## src/rtl/vga_frame_scanout_if.sv

```systemverilog
// Frame buffer read bus between the scan-out engine (master) and the
// single-read-port frame buffer RAM (slave). Read data is expected one
// cycle after the row/column address is presented.
interface vga_frame_scanout_if #(
  parameter int DATA_WIDTH = 16,
  parameter int ROW_WIDTH  = 9,
  parameter int COL_WIDTH  = 10
) ();

  logic [ROW_WIDTH-1:0]  oReadRow;
  logic [COL_WIDTH-1:0]  oReadCol;
  logic [DATA_WIDTH-1:0] iPixelData;

  modport master (
    output oReadRow,
    output oReadCol,
    input  iPixelData
  );

  modport slave (
    input  oReadRow,
    input  oReadCol,
    output iPixelData
  );

endinterface

```

## src/rtl/vga_frame_scanout.sv

```systemverilog
// vga_frame_scanout: 640x480@60 Hz raster scan-out engine.
// Generates VGA timing, drives frame buffer read addresses and converts the
// returned RGB565 words into blanked, sync-aligned pixel outputs. The RAM's
// one-cycle read latency is absorbed by a two-stage output pipeline so that
// colour, blank and sync leave the block on the same edge.
// Optional feature: define SCANOUT_TEST_PATTERN_EN to add iPatternEnable,
// which replaces RAM data with eight vertical colour bars.
module vga_frame_scanout #(
  parameter int DATA_WIDTH = 16,
  parameter int ROW_WIDTH  = 9,
  parameter int COL_WIDTH  = 10,
  parameter int H_VISIBLE  = 640,
  parameter int H_FRONT    = 16,
  parameter int H_SYNC     = 96,
  parameter int H_BACK     = 48,
  parameter int V_VISIBLE  = 480,
  parameter int V_FRONT    = 10,
  parameter int V_SYNC     = 2,
  parameter int V_BACK     = 33
) (
  input  logic                Clock,
  input  logic                Reset,
  vga_frame_scanout_if.master fb,
`ifdef SCANOUT_TEST_PATTERN_EN
  input  logic                iPatternEnable,
`endif
  output logic [4:0]          oRed,
  output logic [5:0]          oGreen,
  output logic [4:0]          oBlue,
  output logic                oHSync,
  output logic                oVSync,
  output logic                oBlank,
  output logic                oFrameStart
);

  localparam int H_TOTAL = H_VISIBLE + H_FRONT + H_SYNC + H_BACK;
  localparam int V_TOTAL = V_VISIBLE + V_FRONT + V_SYNC + V_BACK;
  localparam int HC_W    = $clog2(H_TOTAL);
  localparam int VC_W    = $clog2(V_TOTAL);

  localparam logic [HC_W-1:0] HC_LAST  = HC_W'(H_TOTAL - 1);
  localparam logic [HC_W-1:0] HC_VIS   = HC_W'(H_VISIBLE);
  localparam logic [HC_W-1:0] HS_BEGIN = HC_W'(H_VISIBLE + H_FRONT);
  localparam logic [HC_W-1:0] HS_END   = HC_W'(H_VISIBLE + H_FRONT + H_SYNC - 1);
  localparam logic [VC_W-1:0] VC_LAST  = VC_W'(V_TOTAL - 1);
  localparam logic [VC_W-1:0] VC_VIS   = VC_W'(V_VISIBLE);
  localparam logic [VC_W-1:0] VS_BEGIN = VC_W'(V_VISIBLE + V_FRONT);
  localparam logic [VC_W-1:0] VS_END   = VC_W'(V_VISIBLE + V_FRONT + V_SYNC - 1);

  // Raster position and the position it advances to on the next edge
  logic [HC_W-1:0] hc_r, hc_nxt_s;
  logic [VC_W-1:0] vc_r, vc_nxt_s;
  logic            vis_nxt_s;

  // Read address registers (addresses move only with the counters)
  logic [ROW_WIDTH-1:0] row_r;
  logic [COL_WIDTH-1:0] col_r;

  // Stage 1: timing decoded from the current counter position
  logic vis_s, hsync_s, vsync_s, fs_s;
  logic vis1_r, hsync1_r, vsync1_r, fs1_r;

  // Stage 2 colour source
  logic [DATA_WIDTH-1:0] raw_s;
  logic [15:0]           pix_s;
  logic [15:0]           rgb_s;

`ifdef SCANOUT_TEST_PATTERN_EN
  localparam int BAR_W = H_VISIBLE / 8;

  logic [2:0] bar_s;
  logic [2:0] bar1_r;

  // Colour bar index for a visible column (eight bars of BAR_W pixels)
  function automatic logic [2:0] bar_of(input logic [HC_W-1:0] col);
    logic [2:0] idx;
    idx = 3'd0;
    for (int i = 1; i < 8; i++) begin
      idx = (col >= HC_W'(i * BAR_W)) ? 3'(i) : idx;
    end
    return idx;
  endfunction

  // Full-scale RGB565 word for each bar, left to right
  function automatic logic [15:0] bar_rgb(input logic [2:0] idx);
    logic [15:0] rgb;
    case (idx)
      3'd0:    rgb = 16'hFFFF; // white
      3'd1:    rgb = 16'hFFE0; // yellow
      3'd2:    rgb = 16'h07FF; // cyan
      3'd3:    rgb = 16'h07E0; // green
      3'd4:    rgb = 16'hF81F; // magenta
      3'd5:    rgb = 16'hF800; // red
      3'd6:    rgb = 16'h001F; // blue
      default: rgb = 16'h0000; // black
    endcase
    return rgb;
  endfunction
`endif

  // Next raster position: horizontal wrap advances the line, last line wraps to 0
  always_comb begin
    hc_nxt_s = hc_r + HC_W'(1);
    vc_nxt_s = vc_r;
    if (hc_r == HC_LAST) begin
      hc_nxt_s = '0;
      if (vc_r == VC_LAST) begin
        vc_nxt_s = '0;
      end else begin
        vc_nxt_s = vc_r + VC_W'(1);
      end
    end else begin
      vc_nxt_s = vc_r;
    end
    vis_nxt_s = (hc_nxt_s < HC_VIS) && (vc_nxt_s < VC_VIS);
  end

  // Raster counters; reset parks them at the first visible pixel
  always_ff @(posedge Clock) begin
    if (!Reset) begin
      hc_r <= '0;
      vc_r <= '0;
    end else begin
      hc_r <= hc_nxt_s;
      vc_r <= vc_nxt_s;
    end
  end

  // Read address tracks the counter position, zero outside the visible area
  always_ff @(posedge Clock) begin
    if (!Reset) begin
      row_r <= '0;
      col_r <= '0;
    end else if (vis_nxt_s) begin
      row_r <= ROW_WIDTH'(vc_nxt_s);
      col_r <= COL_WIDTH'(hc_nxt_s);
    end else begin
      row_r <= '0;
      col_r <= '0;
    end
  end

  assign fb.oReadRow = row_r;
  assign fb.oReadCol = col_r;

  // Decode visibility, sync windows and frame start at the current position
  always_comb begin
    vis_s   = (hc_r < HC_VIS) && (vc_r < VC_VIS);
    hsync_s = !((hc_r >= HS_BEGIN) && (hc_r <= HS_END));
    vsync_s = !((vc_r >= VS_BEGIN) && (vc_r <= VS_END));
    fs_s    = (hc_r == '0) && (vc_r == '0);
`ifdef SCANOUT_TEST_PATTERN_EN
    bar_s   = bar_of(hc_r);
`endif
  end

  // Stage 1: hold timing for one cycle while the RAM read is in flight
  always_ff @(posedge Clock) begin
    if (!Reset) begin
      vis1_r   <= 1'b0;
      hsync1_r <= 1'b1;
      vsync1_r <= 1'b1;
      fs1_r    <= 1'b0;
`ifdef SCANOUT_TEST_PATTERN_EN
      bar1_r   <= 3'd0;
`endif
    end else begin
      vis1_r   <= vis_s;
      hsync1_r <= hsync_s;
      vsync1_r <= vsync_s;
      fs1_r    <= fs_s;
`ifdef SCANOUT_TEST_PATTERN_EN
      bar1_r   <= bar_s;
`endif
    end
  end

  assign raw_s = fb.iPixelData;

  // Select colour source and force black outside the visible area
  always_comb begin
    pix_s = raw_s[15:0];
`ifdef SCANOUT_TEST_PATTERN_EN
    if (iPatternEnable) begin
      pix_s = bar_rgb(bar1_r);
    end else begin
      pix_s = raw_s[15:0];
    end
`endif
    if (vis1_r) begin
      rgb_s = pix_s;
    end else begin
      rgb_s = 16'h0000;
    end
  end

  // Stage 2: register colour together with the delayed sync/blank/frame start
  always_ff @(posedge Clock) begin
    if (!Reset) begin
      oRed        <= 5'd0;
      oGreen      <= 6'd0;
      oBlue       <= 5'd0;
      oHSync      <= 1'b1;
      oVSync      <= 1'b1;
      oBlank      <= 1'b1;
      oFrameStart <= 1'b0;
    end else begin
      oRed        <= rgb_s[15:11];
      oGreen      <= rgb_s[10:5];
      oBlue       <= rgb_s[4:0];
      oHSync      <= hsync1_r;
      oVSync      <= vsync1_r;
      oBlank      <= !vis1_r;
      oFrameStart <= fs1_r;
    end
  end

endmodule

```

## src/flat_wrapper.sv

```systemverilog
// flat-port wrapper written by rule: the top's interface ports become plain ports
module vga_frame_scanout_flat 
#(
  parameter int DATA_WIDTH = 16,
  parameter int ROW_WIDTH  = 9,
  parameter int COL_WIDTH  = 10,
  parameter int H_VISIBLE  = 640,
  parameter int H_FRONT    = 16,
  parameter int H_SYNC     = 96,
  parameter int H_BACK     = 48,
  parameter int V_VISIBLE  = 480,
  parameter int V_FRONT    = 10,
  parameter int V_SYNC     = 2,
  parameter int V_BACK     = 33
)
  (Clock, Reset, oRed, oGreen, oBlue, oHSync, oVSync, oBlank, oFrameStart, fb_oReadRow, fb_oReadCol, fb_iPixelData);
  vga_frame_scanout_if #(.DATA_WIDTH(DATA_WIDTH), .ROW_WIDTH(ROW_WIDTH), .COL_WIDTH(COL_WIDTH)) fb_i ();
  input  logic Clock;
  input  logic Reset;
  output logic [4:0] oRed;
  output logic [5:0] oGreen;
  output logic [4:0] oBlue;
  output logic oHSync;
  output logic oVSync;
  output logic oBlank;
  output logic oFrameStart;
  output wire logic [$bits(fb_i.oReadRow)-1:0] fb_oReadRow;
  output wire logic [$bits(fb_i.oReadCol)-1:0] fb_oReadCol;
  input wire logic [$bits(fb_i.iPixelData)-1:0] fb_iPixelData;
  assign fb_oReadRow = fb_i.oReadRow;
  assign fb_oReadCol = fb_i.oReadCol;
  assign fb_i.iPixelData = fb_iPixelData;
  vga_frame_scanout #(.DATA_WIDTH(DATA_WIDTH), .ROW_WIDTH(ROW_WIDTH), .COL_WIDTH(COL_WIDTH), .H_VISIBLE(H_VISIBLE), .H_FRONT(H_FRONT), .H_SYNC(H_SYNC), .H_BACK(H_BACK), .V_VISIBLE(V_VISIBLE), .V_FRONT(V_FRONT), .V_SYNC(V_SYNC), .V_BACK(V_BACK)) u_core (.Clock(Clock), .Reset(Reset), .fb(fb_i), .oRed(oRed), .oGreen(oGreen), .oBlue(oBlue), .oHSync(oHSync), .oVSync(oVSync), .oBlank(oBlank), .oFrameStart(oFrameStart));
endmodule
```

## config.mk

```make
export PLATFORM = sky130hd
export DESIGN_NAME = vga_frame_scanout_flat
export DESIGN_NICKNAME = d
export VERILOG_FILES = /design/src/rtl/vga_frame_scanout_if.sv /design/src/rtl/vga_frame_scanout.sv /design/src/flat_wrapper.sv
export SDC_FILE = /design/constraint.sdc
export NUM_CORES = 1
export LEC_CHECK = 0
export BUFFER_PORTS_ARGS = -buffer_cell sky130_fd_sc_hd__buf_2
export CORE_UTILIZATION = 47
export DETAILED_ROUTE_END_ITERATION = 10
export MAX_ROUTING_LAYER = met4
export PLACE_DENSITY = 0.74
export SYNTH_ARGS = -nofsm -noshare
export SYNTH_HDL_FRONTEND = slang
export SYNTH_SLANG_ARGS = --single-unit
export TNS_END_PERCENT = 100
```

## constraint.sdc

```tcl
create_clock -name Clock -period 2.38 [get_ports Clock]
set_clock_uncertainty 0.15 [all_clocks]
set_input_delay 0.357 -clock Clock [delete_from_list [all_inputs] [get_ports Clock]]
set_output_delay 0.357 -clock Clock [all_outputs]
set_load 0.05 [all_outputs]
```

==> results of run 1 <==
logic make-up (layout without fill, tap and decap cells):
logic type               after synthesis  in the layout  share of synthesized area
flip-flops                            63             63                      0.531
AO/OA/AOI/OAI                         17             19                     0.0542
adder cells (fa/ha/maj)                4              4                     0.0211
XOR/XNOR                              11             11                     0.0405
buffers and inverters                 22            109                     0.0453
multiplexers                           1              1                    0.00421
AND/OR/NAND/NOR                      125            127                      0.304
timing repair:
action | CTS | global route
setup buffers | 1 | 5
resized for setup | 8 | 13
pin swaps | 2 | 12
hold buffers | 0 | 0
gates cloned | 3 | 1
setup endpoints to repair | 20 | 19
cell usage after synthesis, types with 2 or more instances:
library cell               instances
sky130_fd_sc_hd__nand2b_1          3
sky130_fd_sc_hd__or3_1             3
sky130_fd_sc_hd__a211oi_1          2
sky130_fd_sc_hd__xnor2_1           7
sky130_fd_sc_hd__nor2_1           25
sky130_fd_sc_hd__nand2_1          14
sky130_fd_sc_hd__nor4_1           21
sky130_fd_sc_hd__inv_1             7
sky130_fd_sc_hd__nand4_1           7
sky130_fd_sc_hd__nor3_1            7
sky130_fd_sc_hd__xor2_1            4
sky130_fd_sc_hd__nand3_1           6
sky130_fd_sc_hd__a31oi_1           2
sky130_fd_sc_hd__o21ai_0           4
sky130_fd_sc_hd__dfxtp_1          63
sky130_fd_sc_hd__a21oi_1           4
sky130_fd_sc_hd__clkbuf_1          9
sky130_fd_sc_hd__buf_6             2
sky130_fd_sc_hd__buf_2             2
sky130_fd_sc_hd__nor2b_1           2
sky130_fd_sc_hd__buf_4             2
sky130_fd_sc_hd__nor4b_1           3
sky130_fd_sc_hd__and3_1           22
sky130_fd_sc_hd__ha_1              4
metrics by stage:
step	hold WS (ns)	instance area, sq um	setup slack, ns
6_report	0.108	3300	-0.0545
5_1_grt	0.102	3300	-0.113
4_1_cts	0.0981	3170	-0.000204
3_5_place_dp	0.249	2860	-0.168
3_3_place_gp	0.239	2860	-0.110
2_1_floorplan	0.236	2400	-0.0845
layer usage:
metal,routed length (um),vias up
met4,165,0
met1,2480,1000
met3,491,21
met5,0,-
li1,-,1047
met2,3000,103
power breakdown:
| group | total [W] | internal [W] | switching [W] |
|---|---|---|---|
| Sequential | 0.00110 | 0.00109 | 0.0000140 |
| Combinational | 0.000239 | 0.0000818 | 0.000157 |
| Clock | 0.000976 | 0.000592 | 0.000384 |
| Total | 0.00232 | 0.00176 | 0.000555 |
sequential cells by signal, summed over array words and instances (netlist names), 5 cells and up:
signal and cells:
u_core.fb.oReadCol 10, u_core.fb.oReadRow 9, u_core.hc_r 10, u_core.oBlue 5, u_core.oGreen 6, u_core.oRed 5
u_core.vc_r 10
worst max-delay path by stage:
stage	cells after the start	endpoint	slack (ns)	from
after CTS	5	u_core.fb.oReadCol[9]	-0.0002	u_core.hc_r[5]
after detailed placement	5	u_core.fb.oReadRow[4]	-0.17	u_core.hc_r[5]
after global routing	6	u_core.fb.oReadCol[7]	-0.11	u_core.hc_r[5]
after floorplan	8	u_core.fb.oReadCol[8]	-0.08	u_core.hc_r[5]
after global placement	5	u_core.fb.oReadCol[6]	-0.11	u_core.hc_r[5]
final	7	u_core.fb.oReadCol[2]	-0.05	u_core.hc_r[5]
cell type report:
class	instances	area, sq um
inverters	7	26.3
clock inverters	2	37.5
multi-input cells	162	1190
fillers	391	1490
repair buffers	87	517
well taps	67	83.8
clock buffers	13	179
flip-flops and latches	63	1260
==> impl_metrics.csv, run 1 <==
group,metric,value,unit
worst_setup_path,critical_path.reg2reg.endpoint,"u_core.fb.oReadCol[2]",
global_routing,antenna_violations_before_repair,0,
sta,setup_tns,-0.235,ns
yosys,synthTopCellsByArea,"sky130_fd_sc_hd__dfxtp_1 (53%), sky130_fd_sc_hd__and3_1 (5.8%), sky130_fd_sc_hd__nor4_1 (5.5%)",
worst_setup_path,criticalPathCategory,"reg2reg",
yosys,synth.net_count,265,
worst_setup_path,worst_ep_required_time,2.47,ns
worst_setup_path,worst_path_most_repeated_cell,"sky130_fd_sc_hd__buf_4",
placed_design,place.detailed.hpwl,3.74,mm
min_path,worstHoldPathType,"in2reg",
sta,timing_worst_slew_pin_value,0.761,ns
floorplan,io-pin-count,57,
worst_setup_path,timing.critical_path.cells,"or4b_4, nor4_1, buf_4, xnor2_1, nor3_4, buf_4, nor4_2",
power,power.total,0.00232,W
yosys,yosysTopAreaCell,"sky130_fd_sc_hd__dfxtp_1",
worst_setup_path,worstPathBufferInverterCount,2,
sta,grt_setup_unrepaired,"true",
cts,cts.reportedPaths.clkPinSlew,0.07,ns
layout,final_layout_size_suffix_gt1_frac,0.395,
power,p_leak,1.47,nW
sta,fmaxAchievable,411,MHz
global_routing,busiest_layer,"met2",
power,cellPowerDensity,703,nW/um^2
layout,area_delta_synth_final,38.7,%
cts,clk_root_buffer_cell,"sky130_fd_sc_hd__clkbuf_8",
floorplan,chipHeight,73.1,um
sta,slew_headroom,0.491,
global_routing,overflow,0,
yosys,synthDominantCellAreaShare,0.531,
yosys,synth-edff-count,0,
worst_setup_path,critical-path-slowest-cell,"sky130_fd_sc_hd__or4b_4",
layout,layout.cells.most_common_list,"sky130_fd_sc_hd__dfxtp_1 (60), sky130_fd_sc_hd__buf_2 (56), sky130_fd_sc_hd__buf_4 (30)",
min_path,whs_path_depth,2,
routing,routed-via-count,2171,
placed_design,gp_congestion,0.893,
yosys,ys_seq_area_frac,0.531,
worst_setup_path,critical_path.max_fanout,8,
sta,setup_violations,13,
yosys,synth-warning-count,0,
routing,routed_wire_length_per_instance,15.3,um
global_routing,grt_start_max_net_pins,27,
sta,setup_slack,-0.0545,ns
yosys,synth-seq-cells,63,
layout,layout_commonest_cell,"sky130_fd_sc_hd__dfxtp_1",
sta,timing.final.hold_violations,0,
yosys,syn-cell-area,2380,sq um
routing,postRouteWirelength,6.13,mm
floorplan,start_util,0.496,
worst_setup_path,critical_path_arrival,2.52,ns
min_path,min-delay-start,"fb_iPixelData[0]",
yosys,synth.avg_cell_area,9.78,sq um
outcome,status,"finished with violations",
global_routing,wire_length_of_the_first_global_routing_pass,8.94,mm
placed_design,placedCellCount,376,
worst_setup_path,worst_r2r_startpoint,"u_core.hc_r[5]",
power,vdd_drop_max,483,uV
routing,drt-vias-per-instance,5.41,
global_routing,global_route.usage.met2,0.353,
cts,clock_insertion_delay_worst_skew,0.34,ns
cts,tritoncts.num_buffers,9,
worst_setup_path,critical_path.endpoint_type,"flip-flop",
cts,clock_tree.htree_level_count,3,
floorplan,floorplan.rows,25,
global_routing,met1_usage,0.265,
global_routing,grt_use_met3,0.0746,
sta,finalMaxSlewViolations,0,
floorplan,design.die.area,5340,sq um
min_path,min_delay_worst_endpoint,"u_core.oBlue[0]",
worst_setup_path,path_delay_family,"simple AND/OR/NAND/NOR gates",
cts,tritoncts,"built",
global_routing,track_usage,0.233,
routing,drt_first_iter_violations,209,
layout,fin_cells,401,
flow_run,drv.max_cap_violation_count,0,
yosys,synth_top_flop_cell,"sky130_fd_sc_hd__dfxtp_1",
routing,drc,0,
sta,final_period_minus_worst_setup_slack,2.43,ns
yosys,ys_types,42,
floorplan,die_x,73.1,um
worst_setup_path,worst-r2r-cell-count,7,
outcome,violated_checks,"negative setup slack",
floorplan,placeableCoreArea,4790,sq um
worst_setup_path,critPathLaunchType,"flip-flop",
routing,route.antenna.remaining_nets,0,
sta,finalCritPeriodShare,1.02,
yosys,cells_after_synthesis,243,
cts,clock-sinks,63,
routing,first_pass_iters,7,
worst_setup_path,regToRegSetupSlack,-0.05,ns
cts,clk_path_buf_depth,2,
placed_design,port_buffers,56,
layout,finish.utilization,0.689,
layout,finalNetCount,352,
global_routing,via_count_of_the_first_global_routing_pass,1942,
yosys,postSynth.asyncResetShare,0,
layout,n_antenna_cell,0,
worst_setup_path,cp_slowest_stage_delay,0.57,ns
Note: power is estimated with default switching activity, not from simulation.
==> run 2: changes to the inputs <==
- ABC_AREA: not set -> 1
==> impl_metrics.csv, run 2 <==
group,metric,value,unit
flow_run,drv.max_cap_violation_count,0,
yosys,synth_top_flop_cell,"sky130_fd_sc_hd__dfxtp_1",
sta,final_period_minus_worst_setup_slack,2.22,ns
yosys,ys_seq_area_frac,0.533,
floorplan,design.die.area,5320,sq um
layout,layout.cells.most_common_list,"sky130_fd_sc_hd__nor2_1 (73), sky130_fd_sc_hd__dfxtp_1 (63), sky130_fd_sc_hd__buf_2 (56)",
global_routing,overflow,0,
sta,timing.final.hold_violations,0,
cts,clock-sinks,63,
cts,tritoncts.num_buffers,9,
layout,final_layout_size_suffix_gt1_frac,0.239,
sta,slew_headroom,0.649,
yosys,syn-cell-area,2360,sq um
routing,routed_wire_length_per_instance,11.2,um
floorplan,start_util,0.494,
layout,finalNetCount,393,
yosys,synthDominantCellAreaShare,0.533,
cts,cts-hold-fix-buffers,0,
layout,finish.utilization,0.622,
worst_setup_path,critical_path.endpoint_type,"flip-flop",
floorplan,chipHeight,72.9,um
yosys,synthTopCellsByArea,"sky130_fd_sc_hd__dfxtp_1 (53%), sky130_fd_sc_hd__nor2_1 (12%), sky130_fd_sc_hd__nand2_1 (8.6%)",
yosys,netlist_top_cells_count,"sky130_fd_sc_hd__nor2_1 (74), sky130_fd_sc_hd__dfxtp_1 (63), sky130_fd_sc_hd__nand2_1 (54)",
worst_setup_path,criticalPathCategory,"reg2reg",
floorplan,floorplan.rows,25,
cts,clock_insertion_delay_worst_skew,0.34,ns
floorplan,placeableCoreArea,4790,sq um
layout,area_delta_synth_final,26.0,%
sta,timing_worst_slew_pin_value,0.525,ns
power,cellPowerDensity,765,nW/um^2
yosys,yosys.area_share.adder,0.0212,
global_routing,antenna_violations_before_repair,0,
sta,finalCritPeriodShare,0.935,
layout,layout_commonest_cell,"sky130_fd_sc_hd__nor2_1",
yosys,synth.avg_cell_area,7.73,sq um
routing,first_pass_iters,4,
worst_setup_path,critPathLaunchType,"flip-flop",
yosys,yosysTopAreaCell,"sky130_fd_sc_hd__dfxtp_1",
yosys,synthMuxAreaShare,0,
power,p_leak,1.41,nW
yosys,ys_types,23,
global_routing,via_count_of_the_first_global_routing_pass,1760,
min_path,worstHoldPathType,"in2reg",
layout,final.fill_count,424,
worst_setup_path,critical_path.max_fanout,12,
power,vdd_drop_max,506,uV
routing,drt-vias-per-instance,4.67,
placed_design,gp_congestion,0.931,
yosys,synth_xor_xnor_area_share,0.00370,
yosys,cells_after_synthesis,306,
worst_setup_path,worst_ep_required_time,2.50,ns
placed_design,place.detailed.hpwl,3.44,mm
outcome,status,"completed",
yosys,synth.net_count,328,
routing,drc,0,
sta,setup_violations,0,
global_routing,grt_start_max_net_pins,20,
routing,routed-via-count,2071,
power,power.total,0.00228,W
sta,finalMaxSlewViolations,0,
yosys,synth-edff-count,0,
yosys,synth-warning-count,0,
yosys,synth_top_family_by_area,"simple AND/OR/NAND/NOR gates",
placed_design,placed_area,2700,sq um
yosys,synth-seq-cells,63,
cts,clk_path_buf_depth,2,
routing,route.antenna.remaining_nets,0,
routing,drt_first_iter_violations,110,
sta,fmaxAchievable,449,MHz
yosys,complex_gate_fraction_of_the_synthesized_area,0.0333,
yosys,yosys.cell_count.top_type,"sky130_fd_sc_hd__nor2_1",
placed_design,port_buffers,56,
floorplan,io-pin-count,57,
routing,postRouteWirelength,4.97,mm
layout,n_antenna_cell,0,
cts,tritoncts,"built",
cts,cts_post_setup_buffers_inserted,0,
layout,post_route_standard_cell_area_excluding_fillers,2980,sq um
global_routing,track_usage,0.207,
floorplan,die_x,72.9,um
cts,clk_root_buffer_cell,"sky130_fd_sc_hd__clkbuf_8",
global_routing,wire_length_of_the_first_global_routing_pass,7.87,mm
yosys,synth-simple-area-share,0.323,
worst_setup_path,critical_path_arrival,2.35,ns
cts,cts.reportedPaths.clkPinSlew,0.07,ns
cts,clock_tree.htree_level_count,3,
yosys,postSynth.asyncResetShare,0,
[run 2: final timing paths]
path	startpoint	endpoint	slack, ns	cells past startpoint
min	fb_iPixelData[9]	u_core.oGreen[4]	0.07	3
max reg2reg	u_core.hc_r[0]	u_core.fb.oReadCol[1]	0.16	9
max	u_core.hc_r[0]	u_core.fb.oReadCol[1]	0.16	9
min reg2reg	u_core.vsync1_r	u_core.oVSync	0.26	1
[run 2: layout make-up]
class	count	area [sq um]	area share
timing repair buffer	57	288	0.0966
clock inverter	6	93.8	0.0315
sequential	63	1260	0.423
multi-input combinational	195	946	0.318
clock buffer	10	138	0.0462
inverter	45	169	0.0567
tap	67	83.8	0.0281
[run 2: repair_timing]
item / 4_1_cts / 5_1_grt
hold endpoints to repair: 0 / 0
endpoints found under the setup margin: 0 / 19
resized for setup: 0 / 6
[run 2: layer usage]
| layer | vias up | global-route usage | wire, um |
|---|---|---|---|
| met2 | 97 | 0.301 | 2150 |
| met4 | 0 | 0.135 | 121 |
| li1 | 1076 | - | - |
| met5 | - | - | 0 |
| met3 | 12 | 0.0525 | 418 |
| met1 | 886 | 0.254 | 2280 |
[run 2: where the power goes]
part | total [W] | internal (W) | switching (W)
registers | 0.00109 | 0.00108 | 0.00000982
clock network | 0.00104 | 0.000623 | 0.000418
logic | 0.000149 | 0.0000397 | 0.000110
total | 0.00228 | 0.00174 | 0.000537
[run 2: per-stage QoR]
stage / instances / setup slack [ns] / TNS (ns) / hold slack (ns)
floorplan: 306 / 0.420 / 0 / 0.240
global placement: 425 / 0.240 / 0 / 0.244
detailed placement: 425 / 0.0573 / 0 / 0.251
CTS: 441 / 0.00802 / 0 / 0.0578
global route: 443 / -0.0203 / -0.138 / 0.0659
finish: 443 / 0.155 / 0 / 0.0706
[run 2: critical path, cell delays in order (launching register included)]
cell	delay [ns]
sky130_fd_sc_hd__dfxtp_1	0.41
sky130_fd_sc_hd__ha_2	0.25
sky130_fd_sc_hd__nand3_2	0.14
sky130_fd_sc_hd__nor2_4	0.16
sky130_fd_sc_hd__nand2_4	0.13
sky130_fd_sc_hd__nand3_2	0.13
sky130_fd_sc_hd__nand2_1	0.08
sky130_fd_sc_hd__a21oi_2	0.35
sky130_fd_sc_hd__nand3_2	0.24
sky130_fd_sc_hd__nor2_1	0.14
[run 2: cells by family after synthesis]
kind of cell / Yosys count
compound gates: 14
xor+xnor: 1
fa+ha+maj: 4
buf+inv: 50
flops: 63
simple gates: 174
==> run 3: changes to the inputs <==
- BUFFER_PORTS_ARGS: -buffer_cell sky130_fd_sc_hd__buf_2 -> -buffer_cell sky130_fd_sc_hd__buf_4
==> impl_metrics.csv, run 3 (synthesis gave the netlist of run 2 again) <==
group,metric,value,unit
placed_design,dp_slack,0.102,ns
power,sw_pwr,0.000510,W
min_path,min_delay_worst_endpoint,"u_core.oBlue[0]",
cts,clock_tree.htree_level_count,3,
worst_setup_path,timing.critical_path.cells,"ha_1, nand2_1, nor2_4, nand2_2, nor2_4, nand3_1, nand2_1, nor2_1, nand2_2, nand3_2, nor2_1",
placed_design,port_buffers,56,
global_routing,wire_length_of_the_first_global_routing_pass,8.19,mm
power,p_leak,1.44,nW
layout,layout.cells.most_common_list,"sky130_fd_sc_hd__nor2_1 (73), sky130_fd_sc_hd__dfxtp_1 (63), sky130_fd_sc_hd__buf_4 (57)",
worst_setup_path,cp-startpoint,"u_core.hc_r[0]",
global_routing,track_usage,0.213,
worst_setup_path,critical_path.endpoint_type,"flip-flop",
global_routing,grt_start_max_net_pins,20,
layout,fin_cells,444,
routing,drc,0,
placed_design,gp_congestion,0.902,
power,clockPowerShare,0.451,
min_path,worstHoldPathType,"in2reg",
global_routing,antenna_violations_before_repair,0,
sta,timing.final.hold_violations,0,
power,vdd_drop_max,596,uV
cts,cts.reportedPaths.clkPinSlew,0.06,ns
sta,finalMaxSlewViolations,0,
power,swShare,0.223,
min_path,whs_path_depth,3,
routing,routed-via-count,2106,
placed_design,place.detailed.hpwl,3.65,mm
placed_design,placedCellCount,425,
worst_setup_path,cp_slowest_stage_delay,0.39,ns
sta,setup_tns,0,ns
worst_setup_path,critical_path.reg2reg.endpoint,"u_core.fb.oReadRow[3]",
layout,n_antenna_cell,0,
floorplan,design.die.area,5320,sq um
power,seqPwrFrac,0.475,
cts,cts_post_setup_buffers_inserted,0,
floorplan,die_x,72.9,um
worst_setup_path,critPathLaunchType,"flip-flop",
sta,finalCritPeriodShare,0.924,
min_path,min-delay-start,"fb_iPixelData[0]",
worst_setup_path,worst-r2r-cell-count,11,
floorplan,placeableCoreArea,4790,sq um
global_routing,overflow,0,
cts,tritoncts.num_buffers,9,
cts,tritoncts,"built",
worst_setup_path,path_delay_family,"simple AND/OR/NAND/NOR gates",
layout,area_delta_synth_final,32.4,%
routing,drt_first_iter_violations,122,
sta,setup_violations,0,
power,share_of_total_power_in_combinational_logic,0.074,
routing,route.antenna.remaining_nets,0,
sta,whs,0.0865,ns
worst_setup_path,critical_path_arrival,2.31,ns
layout,finalNetCount,394,
floorplan,floorplan.rows,25,
outcome,status,"completed",
floorplan,chipHeight,72.9,um
power,cellInternalPower,0.00178,W
sta,setup_slack,0.180,ns
worst_setup_path,worst_r2r_startpoint,"u_core.hc_r[0]",
layout,final_layout_size_suffix_gt1_frac,0.236,
routing,postRouteWirelength,5.34,mm
worst_setup_path,critical-path-slowest-cell,"sky130_fd_sc_hd__dfxtp_1",
cts,clock_insertion_delay_worst_skew,0.33,ns
worst_setup_path,worst_ep_required_time,2.49,ns
global_routing,via_count_of_the_first_global_routing_pass,1820,
power,cellPowerDensity,732,nW/um^2
worst_setup_path,worstPathBufferInverterCount,0,
routing,drt-vias-per-instance,4.74,
worst_setup_path,critical_path.max_fanout,8,
worst_setup_path,regToRegSetupSlack,0.18,ns
power,power.total,0.00229,W
floorplan,start_util,0.494,
cts,clk_path_buf_depth,2,
worst_setup_path,criticalPathCategory,"reg2reg",
layout,layout_commonest_cell,"sky130_fd_sc_hd__nor2_1",
routing,routed_wire_length_per_instance,12.0,um
sta,timing_worst_slew_pin_value,0.551,ns
sta,fmaxAchievable,455,MHz
sta,slew_headroom,0.630,
floorplan,io-pin-count,57,
flow_run,drv.max_cap_violation_count,0,
sta,final_period_minus_worst_setup_slack,2.20,ns
cts,clk_root_buffer_cell,"sky130_fd_sc_hd__clkbuf_8",
cts,clock-sinks,63,
routing,first_pass_iters,4,
-- run 3: final cells by class --
cell class	instances	area, sq um
repair buffers	57	428
well taps	67	83.8
multi-input cells	196	966
flip-flops and latches	63	1260
inverters	45	169
clock buffers	13	159
clock inverters	3	65.1
fillers	418	1650
-- run 3: layer usage --
layer / vias up / track usage / part of all wire
li1: 1083 / - / -
met1: 933 / 0.264 / 0.46
met2: 81 / 0.308 / 0.44
met3: 9 / 0.0552 / 0.084
met4: 0 / 0.137 / 0.016
met5: - / - / 0
-- run 3: how the worst max path moves through the flow --
stage,endpoint,slack [ns],cells after the start
after floorplan,u_core.fb.oReadCol[6],0.42,12
after global placement,u_core.fb.oReadRow[5],0.24,11
after detailed placement,u_core.fb.oReadCol[4],0.10,11
after CTS,u_core.fb.oReadCol[4],0.08,11
after global routing,u_core.fb.oReadRow[2],-0.03,10
final,u_core.fb.oReadRow[3],0.18,11
-- run 3: worst min-delay path, stage by stage --
cell	delay [ns]
sky130_fd_sc_hd__buf_4	0.07
sky130_fd_sc_hd__inv_1	0.03
sky130_fd_sc_hd__nor2_1	0.08
-- run 3: metrics by stage --
stage	instance area, sq um	utilization
global route	3130	0.654
floorplan	2360	-
detailed placement	2840	0.594
global placement	2840	0.594
finish	3130	0.654
CTS	3070	0.641
-- run 3: what timing repair did --
action / CTS / global route
gates resized for setup: 0 / 7
endpoints found under the setup margin: 0 / 19
hold buffers: 0 / 0
-- run 3: power by group through the flow --
stage / clock [W] / sequential (W) / combinational, W
finish: 0.00103 / 0.00109 / 0.000170
global route: 0.00109 / 0.00109 / 0.000182
CTS: 0.00105 / 0.00109 / 0.000166
detailed placement: 0 / 0.00111 / 0.000165
global placement: 0 / 0.00111 / 0.000163
floorplan: 0 / 0.00117 / 0.0000437
